## src/rtl/instr_fetch_stage.sv

```systemverilog
// Fetch stage: owns the PC, issues 1-cycle-latency instruction memory reads and
// buffers returned words in a 2-entry FIFO ahead of the IR handshake.
module instr_fetch_stage #(
  parameter int                ADDR_W   = 5,
  parameter int                INSTR_W  = 32,
  parameter logic [ADDR_W-1:0] RESET_PC = '0
) (
  input  logic               clk,
  input  logic               rst,
  output logic               imem_rd_en,
  output logic [ADDR_W-1:0]  imem_addr,
  input  logic [INSTR_W-1:0] imem_rdata,
  input  logic               redirect_valid,
  input  logic [ADDR_W-1:0]  redirect_pc,
  input  logic               halt,
  output logic               ir_valid,
  input  logic               ir_ready,
  output logic [INSTR_W-1:0] ir_out,
  output logic [ADDR_W-1:0]  ir_pc
);

  typedef enum logic [1:0] {
    S_IDLE,
    S_FETCH,
    S_HALT
  } state_t;

  state_t              state;
  state_t              state_nxt;
  logic [ADDR_W-1:0]   pc;
  logic [ADDR_W-1:0]   tag;
  logic                inflight;
  logic [INSTR_W-1:0]  data_q [2];
  logic [ADDR_W-1:0]   tag_q  [2];
  logic                rd_ptr;
  logic                wr_ptr;
  logic [1:0]          count;
  logic [2:0]          occ;
  logic                pop;
  logic                issue_ok;

  assign pop      = ir_valid & ir_ready;
  // Slots already claimed once this cycle's pop retires: buffered plus in flight.
  assign occ      = {1'b0, count} + {2'b0, inflight} - {2'b0, pop};
  assign issue_ok = occ < 3'd2;

  assign imem_addr = pc;
  assign ir_valid  = count != 2'd0;
  assign ir_out    = data_q[rd_ptr];
  assign ir_pc     = tag_q[rd_ptr];

  always_ff @(posedge clk or posedge rst) begin
    if (rst) begin
      state <= S_IDLE;
    end else begin
      state <= state_nxt;
    end
  end

  always_comb begin
    state_nxt = state;
    unique case (state)
      S_IDLE:  state_nxt = S_FETCH;
      S_FETCH: if (halt) state_nxt = S_HALT;
      S_HALT:  if (!halt) state_nxt = S_FETCH;
      default: state_nxt = S_IDLE;
    endcase
    if (redirect_valid && halt) begin
      state_nxt = S_HALT;
    end
  end

  always_comb begin
    imem_rd_en = (state == S_FETCH) & ~halt & ~redirect_valid & issue_ok;
  end

  always_ff @(posedge clk or posedge rst) begin
    if (rst) begin
      pc       <= RESET_PC;
      tag      <= '0;
      inflight <= 1'b0;
    end else if (redirect_valid) begin
      pc       <= redirect_pc;
      inflight <= 1'b0;
    end else begin
      if (imem_rd_en) begin
        pc  <= pc + ADDR_W'(1);
        tag <= pc;
      end
      inflight <= imem_rd_en;
    end
  end

  // A redirect squashes the returning word and drops the buffer; a pop in that
  // cycle has already been taken downstream so nothing is lost.
  always_ff @(posedge clk or posedge rst) begin
    if (rst) begin
      for (int unsigned i = 0; i < 2; i++) begin
        data_q[i] <= '0;
        tag_q[i]  <= '0;
      end
      rd_ptr <= 1'b0;
      wr_ptr <= 1'b0;
      count  <= 2'd0;
    end else if (redirect_valid) begin
      rd_ptr <= 1'b0;
      wr_ptr <= 1'b0;
      count  <= 2'd0;
    end else begin
      if (inflight) begin
        data_q[wr_ptr] <= imem_rdata;
        tag_q[wr_ptr]  <= tag;
        wr_ptr         <= ~wr_ptr;
      end
      if (pop) begin
        rd_ptr <= ~rd_ptr;
      end
      count <= count + {1'b0, inflight} - {1'b0, pop};
    end
  end

  a_count_bound: assert property (@(posedge clk) disable iff (rst) count != 2'd3);

endmodule

```

## config.mk

```make
export PLATFORM = sky130hd
export DESIGN_NAME = instr_fetch_stage
export DESIGN_NICKNAME = d
export VERILOG_FILES = /design/src/rtl/instr_fetch_stage.sv
export SDC_FILE = /design/constraint.sdc
export NUM_CORES = 1
export LEC_CHECK = 0
export ABC_AREA = 0
export BUFFER_PORTS_ARGS = -buffer_cell sky130_fd_sc_hd__buf_2
export CAP_MARGIN = 20
export CORE_MARGIN = 5
export CORE_UTILIZATION = 40
export CTS_BUF_LIST = sky130_fd_sc_hd__clkbuf_8
export CTS_CLUSTER_DIAMETER = 120
export DETAILED_ROUTE_END_ITERATION = 6
export MAX_ROUTING_LAYER = met4
export PLACE_DENSITY = 0.71
export SYNTH_ARGS = -nofsm -noshare
export SYNTH_HDL_FRONTEND = slang
export SYNTH_SLANG_ARGS = --single-unit
```

## constraint.sdc

```tcl
create_clock -name clk -period 7.11 [get_ports clk]
set_input_delay 0.3555 -clock clk [delete_from_list [all_inputs] [get_ports clk]]
set_output_delay 0.3555 -clock clk [all_outputs]
set_load 0.01 [all_outputs]
```

==> results of run 1 <==
==> synth_stat cells (all sizes together), types with 2 or more instances <==
library cell	instances
ha	3
clkbuf	6
dfrtp	91
mux2	116
o211ai	3
nor2	4
buf	8
o31ai	2
nand3	6
inv	6
o21a	2
or4	4
xnor2	4
nor3	2
nand2	3
nor2b	2
a31oi	3
or4b	2
==> cells by family (layout without fill, tap and decap cells) <==
logic type                 Yosys count  count (layout)
DFF                                 91              91
buffers and inverters               21             112
adders and majority gates            4               4
AOI/OAI and AO/OA                   12              12
xor gates and xnor gates             4               4
and+or+nand+nor                     26              26
muxes                              116             116
==> metrics by stage <==
stage | setup slack, ns | std cells | hold WS (ns)
2_1_floorplan | 4.27 | 274 | 0.454
3_3_place_gp | 4.10 | 480 | 0.481
3_5_place_dp | 4.02 | 480 | 0.487
4_1_cts | 3.85 | 496 | 0.189
5_1_grt | 3.71 | 498 | 0.119
6_report | 3.88 | 498 | 0.103
==> worst reg2reg max path: stages, from the launching register on <==
cell and delay [ns]:
dfrtp_1 0.41, o21a_1 0.23, ha_1 0.29, inv_1 0.04, ha_1 0.18, fa_1 0.46
or4b_4 0.58, nor3_2 0.42, mux2_2 0.39
==> layout by cell type (no fill, tap or decap) <==
cell type	count
a21boi_0	1
a31oi_1	3
and2_1	1
buf_16	2
buf_2	85
buf_4	2
bufinv_16	1
clkbuf_8	10
clkinv_1	1
clkinv_2	2
clkinvlp_4	2
dfrtp_1	90
dfrtp_2	1
fa_1	1
ha_1	3
inv_1	7
mux2_2	116
nand2_1	3
nand3_1	5
nand3_2	1
nand4b_1	1
nor2_1	4
nor2b_1	2
nor3_1	1
nor3_2	1
nor3b_2	1
o211ai_1	3
o21a_1	2
o22ai_1	1
o31ai_1	2
or4_1	4
or4b_1	1
or4b_4	1
xnor2_1	4
==> area by class of cell <==
cell class	count	area share
Tap cell	133	0.0345
Clock buffer	10	0.0286
Clock inverter	6	0.0119
Multi-Input combinational cell	162	0.343
Inverter	7	0.00571
Timing Repair Buffer	89	0.103
Sequential cell	91	0.473
==> metal layers <==
layer / up-vias / global-route usage / wire (um) / share of wire
li1: 1151 / - / - / -
met1: 1283 / 0.162 / 3440 / 0.44
met2: 54 / 0.234 / 3940 / 0.50
met3: 9 / 0.0402 / 362 / 0.046
met4: 0 / 0.0475 / 100 / 0.013
met5: - / - / 0 / 0
==> registers in the layout, indices dropped and copies added (netlist names) <==
| register | flops |
|---|---|
| data_q | 64 |
| tag | 5 |
| wr_ptr | 1 |
| state | 2 |
| imem_addr | 5 |
| tag_q | 10 |
| rd_ptr | 1 |
| count | 2 |
| inflight | 1 |
==> power by group through the flow <==
stage | combinational [uW] | sequential, uW | clock (uW)
after global routing | 694 | 835 | 378
after global placement | 624 | 810 | 0
after detailed placement | 640 | 823 | 0
after floorplan | 479 | 762 | 0
after CTS | 645 | 813 | 357
final | 633 | 811 | 341
==> path summary, 6_finish.rpt <==
check / start / depth (start not counted) / slack, ns / end
max reg2reg: count[1] / 8 / 4.00 / tag[0]
max in group asynchronous: rst / 4 / 6.36 / rd_ptr
min: rst / 3 / 0.10 / data_q[47]
min reg2reg: data_q[51] / 1 / 0.51 / data_q[51]
min in group clk: redirect_pc[1] / 3 / 0.21 / imem_addr[1]
max: count[1] / 8 / 3.88 / imem_rd_en
==> flow_summary.json, run 1 <==
{
  "wl_mm": 7.85,
  "overflow": 0,
  "dieWidth_um": 110,
  "num-fill-cells": 885,
  "yosysTopAreaCell": "dfrtp_1",
  "layout.nets": 406,
  "start_kind": "flip-flop",
  "cts_hold_buf": 0,
  "wl_per_cell_um": 15.8,
  "synth-seq-area-share": 0.567,
  "synth_nets": 320,
  "drv_cap": 0,
  "max_stage_delay_ns": 0.58,
  "clkTransAtPathRegs_ns": 0.09,
  "power_uw": 1790,
  "drt_first_pass_iters": 3,
  "crit_fanout": 12,
  "pwr-share-clk": 0.191,
  "core_mm2": 0.00977,
  "p_seq_frac": 0.454,
  "peakVddDrop_uv": 188,
  "drive_gt1_frac": 0.616,
  "vias": 2497,
  "fin_skew_ns": 0.0118,
  "n_antenna_cell": 0,
  "post-route-period-util": 0.454,
  "cts_sinks": 91,
  "worst_hold_path_type": "primary input to asynchronous set/reset pin",
  "p_sw_frac": 0.315,
  "cts_buffer_depth": 2,
  "fmax_mhz": 310,
  "crit_top_cell": "ha_1",
  "critPathSlowestCell": "or4b_4",
  "grt_max_degree": 92,
  "slew_violations": 0,
  "required_ns": 6.75,
  "arrival_ns": 2.87,
  "viasPerCell": 5.01,
  "numCtsBuffers": 9,
  "portBuffers": 85,
  "ant_nets": 0,
  "synth.mux.area_fraction": 0.325,
  "p_per_area_mw_per_mm2": 371,
  "p_int_uw": 1220,
  "final_cell_area_mm2": 0.00482,
  "fin_crit_ns": 3.23,
  "synthAdderAreaFrac": 0.0143,
  "final_util": 0.493,
  "slew_headroom": 0.370,
  "syn_inst": 274,
  "placed_area_mm2": 0.00457,
  "grt_usage": 0.140,
  "crit_chain": "o21a_1 -> ha_1 -> inv_1 -> ha_1 -> fa_1 -> or4b_4 -> nor3_1 -> buf_2",
  "synth.avg_cell_area_um2": 14.7,
  "path_delay_family": "adder cells",
  "synthXorXnorAreaFrac": 0.00872,
  "synth_area_mm2": 0.00402,
  "grt_pass1_wl_mm": 12.8,
  "ys_types": 29,
  "power_switching_uw": 563,
  "post-cts-setup-buffer-count": 0,
  "multi_input_area_mm2": 0.00165,
  "cts_tree": "built",
  "yosys_warnings": 0,
  "drc": 0,
  "syn_to_final_growth_pct": 19.9,
  "end_kind": "output port",
  "leakage_uw": 0.00236,
  "synth-compound-area-share": 0.0212,
  "fin_setup_tns_ns": 0,
  "die_area_mm2": 0.0122,
  "synth_simple_gate_area_share": 0.0399,
  "synth_area_leaders": "dfrtp_1, mux2_2, ha_1, xnor2_1, buf_2",
  "routabilityCongestion": 0.742,
  "p_comb_frac": 0.355,
  "dp_hpwl_mm": 5.14,
  "start_util": 0.411,
  "drt_iter0_drc": 55,
  "clock-root-buffer": "clkbuf_8",
  "async_reset_ff_frac": 1.00,
  "die_y_um": 110,
  "synth_top_family_by_area": "multiplexers",
  "finalSetupViolCount": 0,
  "synth_ff_type": "dfrtp_1",
  "fp-row-count": 36,
  "clk_latency_ns": 0.35,
  "seq_area_mm2": 0.00228,
  "worst-path-buf-inv": 2,
  "outcome": "finished clean",
  "ys_seq_elements": 91,
  "yosys.area.top_type_share": 0.567,
  "grt_pass1_vias": 2755,
  "hold_viol": 0,
  "rsz0062_at_grt": "no",
  "synth_enable_flop_cells": 0,
  "tightest_slew_ns": 0.944,
  "cts_resized": 0,
  "antenna_found_initial": 0,
  "critical_path_class": "flip-flop to output port",
  "ios": 86,
  "htree_levels": 3
}
No activity file was read; power rests on OpenSTA's default activity.
==> run 2: changes to the inputs <==
--- a/config.mk
+++ b/config.mk
@@ -14,7 +14,7 @@
 export CTS_CLUSTER_DIAMETER = 120
 export DETAILED_ROUTE_END_ITERATION = 6
 export MAX_ROUTING_LAYER = met4
-export PLACE_DENSITY = 0.71
+export PLACE_DENSITY = 0.73
 export SYNTH_ARGS = -nofsm -noshare
 export SYNTH_HDL_FRONTEND = slang
 export SYNTH_SLANG_ARGS = --single-unit
==> constraint.sdc (replaced) <==
create_clock -name clk -period 2.9 [get_ports clk]
set_input_delay 0.145 -clock clk [delete_from_list [all_inputs] [get_ports clk]]
set_output_delay 0.145 -clock clk [all_outputs]
set_load 0.01 [all_outputs]
==> run 2 against run 1 <==
Against the previous run: the run now ends with negative setup slack left; sequential share of layout area fell by 1.6 points; utilization rose by 1.8 points; count of clock-buffer cells in the layout fell by 1; clock skew fell by 0.0060 ns; largest power group unchanged; critical endpoint unchanged; wire length rose by 2.4%; sequential power rose by 150%; first-iteration DRC count rose by 73%; clock power rose to 2.6 times the previous value; register-to-register slack got worse by 4.0 ns; die area did not move.
==> flow_summary.json, run 2 (same netlist as run 1, synthesis figures left out) <==
{
  "p_per_area_mw_per_mm2": 915,
  "cts_tree": "built",
  "routabilityCongestion": 0.773,
  "crit_fanout": 2,
  "arrival_ns": 2.76,
  "num-fill-cells": 866,
  "r2r-start": "count[0]",
  "rr_endpoint": "imem_addr[1]",
  "die_y_um": 110,
  "drt_iter0_drc": 95,
  "top_regs": "data_q (64), tag_q (10)",
  "outcome": "complete, but fails checks",
  "setup_ws_ns": -0.00874,
  "start_util": 0.411,
  "tightest_slew_ns": 0.925,
  "grt_pass1_vias": 2766,
  "rsz0062_at_grt": "yes",
  "post-place-ws_ns": -0.00601,
  "slew_headroom": 0.383,
  "required_ns": 2.76,
  "max_stage_delay_ns": 0.51,
  "final_common_cell": "mux2_2",
  "ios": 86,
  "grt_pass1_wl_mm": 13.2,
  "final_util": 0.510,
  "clkTransAtPathRegs_ns": 0.09,
  "fin_skew_ns": 0.00572,
  "grt_usage": 0.145,
  "vias": 2581,
  "whs_endpoint": "data_q[24]",
  "fin_setup_tns_ns": -0.0111,
  "drive_gt1_frac": 0.632,
  "core_mm2": 0.00977,
  "overflow": 0,
  "drc": 0,
  "numCtsBuffers": 9,
  "violations": "negative setup slack",
  "fin_crit_ns": 2.91,
  "syn_to_final_growth_pct": 24.1,
  "peakVddDrop_uv": 421,
  "clock-root-buffer": "clkbuf_8",
  "end_kind": "output port",
  "rr_worst_depth": 10,
  "largest_register_ff_count": 64,
  "layout_common_cells": "mux2_2, dfrtp_1, buf_2, clkbuf_8, buf_4",
  "grt_max_degree": 45,
  "final_cell_area_mm2": 0.00499,
  "htree_levels": 3,
  "start_kind": "flip-flop",
  "cts_buffer_depth": 2,
  "fp-row-count": 36,
  "ant_nets": 0,
  "placed_area_mm2": 0.00465,
  "critical_path_class": "flip-flop to output port",
  "drt_first_pass_iters": 4,
  "layout.nets": 421,
  "dieWidth_um": 110,
  "n_antenna_cell": 0,
  "clk_latency_ns": 0.35,
  "worst_hold_path_type": "primary input to flip-flop",
  "critPathSlowestCell": "or4b_4",
  "r2r_setup_slack_ns": 0,
  "seq_area_mm2": 0.00228,
  "die_area_mm2": 0.0122,
  "regMostFlops": "data_q",
  "power_uw": 4560,
  "finalSetupViolCount": 2,
  "cts_sinks": 91,
  "wl_mm": 8.04,
  "worstHoldPathCells": 2,
  "wl_per_cell_um": 15.7,
  "fmax_mhz": 344,
  "crit_chain": "o21a_1 -> ha_1 -> inv_1 -> ha_2 -> fa_1 -> or4b_4 -> buf_6 -> nor3_2 -> buf_2",
  "post-route-period-util": 1.00,
  "slew_violations": 0,
  "portBuffers": 85,
  "dp_hpwl_mm": 5.42,
  "antenna_found_initial": 0,
  "drv_cap": 0,
  "viasPerCell": 5.03,
  "min_from": "imem_rdata[24]",
  "hold_viol": 0,
  "multi_input_area_mm2": 0.00170,
  "leakage_uw": 0.00246
}
==> run 2: cell types whose count changed in the layout (fill, tap and decap cells not counted), moves of 2 or more <==
cell and delta:
buf_16 -2, buf_4 +7, buf_6 +4, dlygate4sd3_1 +5, mux2_2 -5, mux2_4 +5, or4_1 -2, or4_4 +2
==> run 2: final cells by class <==
type | instances | share of cell area
clock buffer | 9 | 0.0248
clock inverter | 7 | 0.0171
inverter | 7 | 0.00552
multi-input combinational | 162 | 0.341
sequential | 91 | 0.457
tap | 133 | 0.0334
timing repair buffer | 104 | 0.122
==> run 2: through the flow <==
stage | hold WS (ns) | std cells
5_1_grt | 0.00357 | 513
3_3_place_gp | 0.0518 | 489
6_report | 0.0323 | 513
4_1_cts | 0.00325 | 511
2_1_floorplan | 0.244 | 274
3_5_place_dp | 0.0568 | 489
==> run 2: routing by layer <==
layer | wire (um) | track usage | part of all wire
met4 | 127 | 0.0536 | 0.016
met1 | 3390 | 0.172 | 0.42
met2 | 4030 | 0.233 | 0.50
met3 | 497 | 0.0431 | 0.062
met5 | 0 | - | 0
==> run 2: critical path: cells and delay by family (launching register included) <==
kind | cells | cell delay [ns]
adders and majority gates | 3 | 0.89
and+or+nand+nor | 2 | 0.59
DFF | 1 | 0.39
buffers and inverters | 3 | 0.34
AOI/OAI and AO/OA | 1 | 0.21
==> run 2: repair_timing <==
action / in CTS / in global routing
cloned: 0 / 0
endpoints found under the setup margin: 7 / 11
hold endpoints to repair: 13 / 1
hold buffers: 4 / 1
pin swaps: 14 / 2
gates resized for setup: 11 / 4
setup buffers: 2 / 1
==> run 2: worst max-delay path by stage <==
stage                         from           end
after floorplan           count[1]  imem_addr[2]
after global placement    count[1]  imem_addr[4]
after detailed placement  count[1]  imem_addr[4]
after CTS                 count[0]    imem_rd_en
after global routing      count[0]    imem_rd_en
final                     count[0]    imem_rd_en
==> run 2: report_power, final <==
group / leakage (uW) / switching, uW / internal [uW]
clock network: 0.000112 / 418 / 476
logic: 0.00116 / 691 / 989
registers: 0.00118 / 301 / 1690
total: 0.00246 / 1410 / 3150
==> run 3: changes to the inputs <==
--- a/config.mk
+++ b/config.mk
@@ -8,6 +8,7 @@
 export ABC_AREA = 0
 export BUFFER_PORTS_ARGS = -buffer_cell sky130_fd_sc_hd__buf_2
 export CAP_MARGIN = 20
+export CORE_ASPECT_RATIO = 0.8
 export CORE_MARGIN = 5
 export CORE_UTILIZATION = 40
 export CTS_BUF_LIST = sky130_fd_sc_hd__clkbuf_8
==> run 3 against run 2 <==
Against the previous run: the run still ends with negative setup slack left; wire length grew 0.45%; utilization is 0.056 points higher; power grew 0.35%; clock skew up 0.00086 ns; via count shrank 2.6%; sequential share of layout area grew 0.16 points; register-to-register slack got worse by 0.02 ns; non-clock buffer count down 1; clock power grew 2%; critical path type is now flip-flop to flip-flop; largest power group unchanged.
==> flow_summary.json, run 3 (same netlist as run 1, synthesis figures left out) <==
{
  "wl_per_cell_um": 15.7,
  "die_area_mm2": 0.0122,
  "wl_mm": 8.07,
  "slew_headroom": 0.372,
  "end_kind": "flip-flop",
  "crit_fanout": 3,
  "drt_iter0_drc": 138,
  "drv_cap": 0,
  "layout.nets": 420,
  "die_y_um": 99.7,
  "arrival_ns": 3.21,
  "routabilityCongestion": 0.786,
  "grtUsageMet1": 0.179,
  "r2r-start": "count[1]",
  "critical_path_class": "flip-flop to flip-flop",
  "fin_skew_ns": 0.00658,
  "tightest_slew_ns": 0.942,
  "start_kind": "flip-flop",
  "grt_usage": 0.144,
  "drc": 0,
  "antenna_found_initial": 0,
  "violations": "negative setup slack",
  "start_util": 0.413,
  "clock-root-buffer": "clkbuf_8",
  "clk_latency_ns": 0.34,
  "drive_gt1_frac": 0.635,
  "fin_crit_ns": 2.92,
  "rr_worst_depth": 10,
  "layout_common_cells": "mux2_2, dfrtp_1, buf_2, buf_4, clkbuf_8",
  "finalSetupViolCount": 2,
  "fmax_mhz": 342,
  "numCtsBuffers": 9,
  "required_ns": 3.18,
  "syn_to_final_growth_pct": 23.7,
  "power_uw": 4580,
  "grt_pass1_vias": 2703,
  "portBuffers": 85,
  "met3_usage": 0.0432,
  "regMostFlops": "data_q",
  "cts_buffer_depth": 2,
  "startpoint": "count[1]",
  "viasPerCell": 4.89,
  "leakage_uw": 0.00244,
  "p_per_area_mw_per_mm2": 921,
  "setup.worst_path.end": "imem_addr[1]",
  "critPathSlowestCell": "or4b_4",
  "overflow": 0,
  "peakVddDrop_uv": 516,
  "grt_max_degree": 39,
  "ios": 86,
  "rsz0062_at_grt": "yes",
  "clkTransAtPathRegs_ns": 0.09,
  "dieWidth_um": 122,
  "outcome": "complete, but fails checks",
  "setup_ws_ns": -0.0235,
  "cts_tree": "built",
  "cts_sinks": 91,
  "rr_endpoint": "imem_addr[1]",
  "grt-busiest-layer": "met2",
  "final_common_cell": "mux2_2",
  "slew_violations": 0,
  "post-route-period-util": 1.01,
  "ant_nets": 0,
  "htree_levels": 3,
  "worst_hold_path_type": "primary input to flip-flop",
  "crit_chain": "o21a_1 -> ha_1 -> inv_1 -> ha_2 -> fa_1 -> or4b_4 -> buf_6 -> buf_4 -> or4b_1 -> nand3_2",
  "vias": 2514,
  "n_antenna_cell": 0,
  "core_mm2": 0.00973,
  "dp_hpwl_mm": 5.42,
  "r2r_setup_slack_ns": -0.02,
  "max_stage_delay_ns": 0.51,
  "fp-row-count": 32,
  "largest_register_ff_count": 64,
  "post-place-ws_ns": -0.0107,
  "hold_viol": 0,
  "use_met2": 0.228,
  "grt_pass1_wl_mm": 13.3,
  "timing.hold.ws_ns": 0.0314,
  "drt_first_pass_iters": 4,
  "top_regs": "data_q (64), tag_q (10)"
}
run 3: cell count changes in the layout (fill, tap and decap cells not counted), sizes merged:
| cell | previous run | this run |
|---|---|---|
| buf | 99 | 100 |
| clkbuf | 9 | 10 |
| clkinv | 4 | 2 |
| clkinvlp | 1 | 2 |
| dlygate4sd3 | 5 | 3 |
| inv | 7 | 6 |
run 3: worst min-delay path by stage:
stage	from	endpoint	slack, ns	cells past startpoint
floorplan	halt	state[0]	0.24	1
global placement	rst	imem_addr[0]	0.23	2
detailed placement	rst	tag_q[3]	0.24	2
CTS	redirect_pc[1]	imem_addr[1]	0.002	3
global route	imem_rdata[8]	data_q[8]	0.002	2
finish	redirect_pc[1]	imem_addr[1]	0.03	3
run 3: final cells by class:
type | instances | area, um2
multi-input cells | 162 | 1690
flip-flops and latches | 91 | 2280
fillers | 863 | 4760
inverters | 7 | 27.5
clock inverters | 5 | 78.8
clock buffers | 10 | 138
well taps | 136 | 170
repair buffers | 103 | 588
run 3: power breakdown:
group	internal (uW)	leakage, uW	switching (uW)
logic	987	0.00116	688
clock network	501	0.000106	413
registers	1690	0.00118	304
run 3: repair_timing:
item                                    4_1_cts  5_1_grt
pin swaps                                    10        6
gates cloned                                  0        0
hold buffers                                  3        0
gates resized for setup                      11        0
endpoints found under the setup margin        7       11
hold endpoints to repair                     36        0
buffers inserted                              5        2
run 3: metrics by stage:
stage	utilization	cells	TNS (ns)	instance area, um2
3_3_place_gp	0.476	489	0	4630
3_5_place_dp	0.476	489	-0.0107	4630
6_report	0.511	514	-0.0320	4970
5_1_grt	0.511	514	-0.824	4970
4_1_cts	0.509	512	-0.442	4960
2_1_floorplan	-	274	0	4020
run 3: layer usage:
metal	vias up	part of all wire
met2	63	0.47
met1	1261	0.46
met3	9	0.060
met4	0	0.011
li1	1181	-
met5	-	0
run 3: worst max-delay path: cells and delay by family, from the launching register on:
family,cells,cell delay [ns]
AO/OA/AOI/OAI,1,0.20
adder cells (fa/ha/maj),3,0.89
buffers and inverters,3,0.32
flip-flops,1,0.39
AND/OR/NAND/NOR,3,1.06
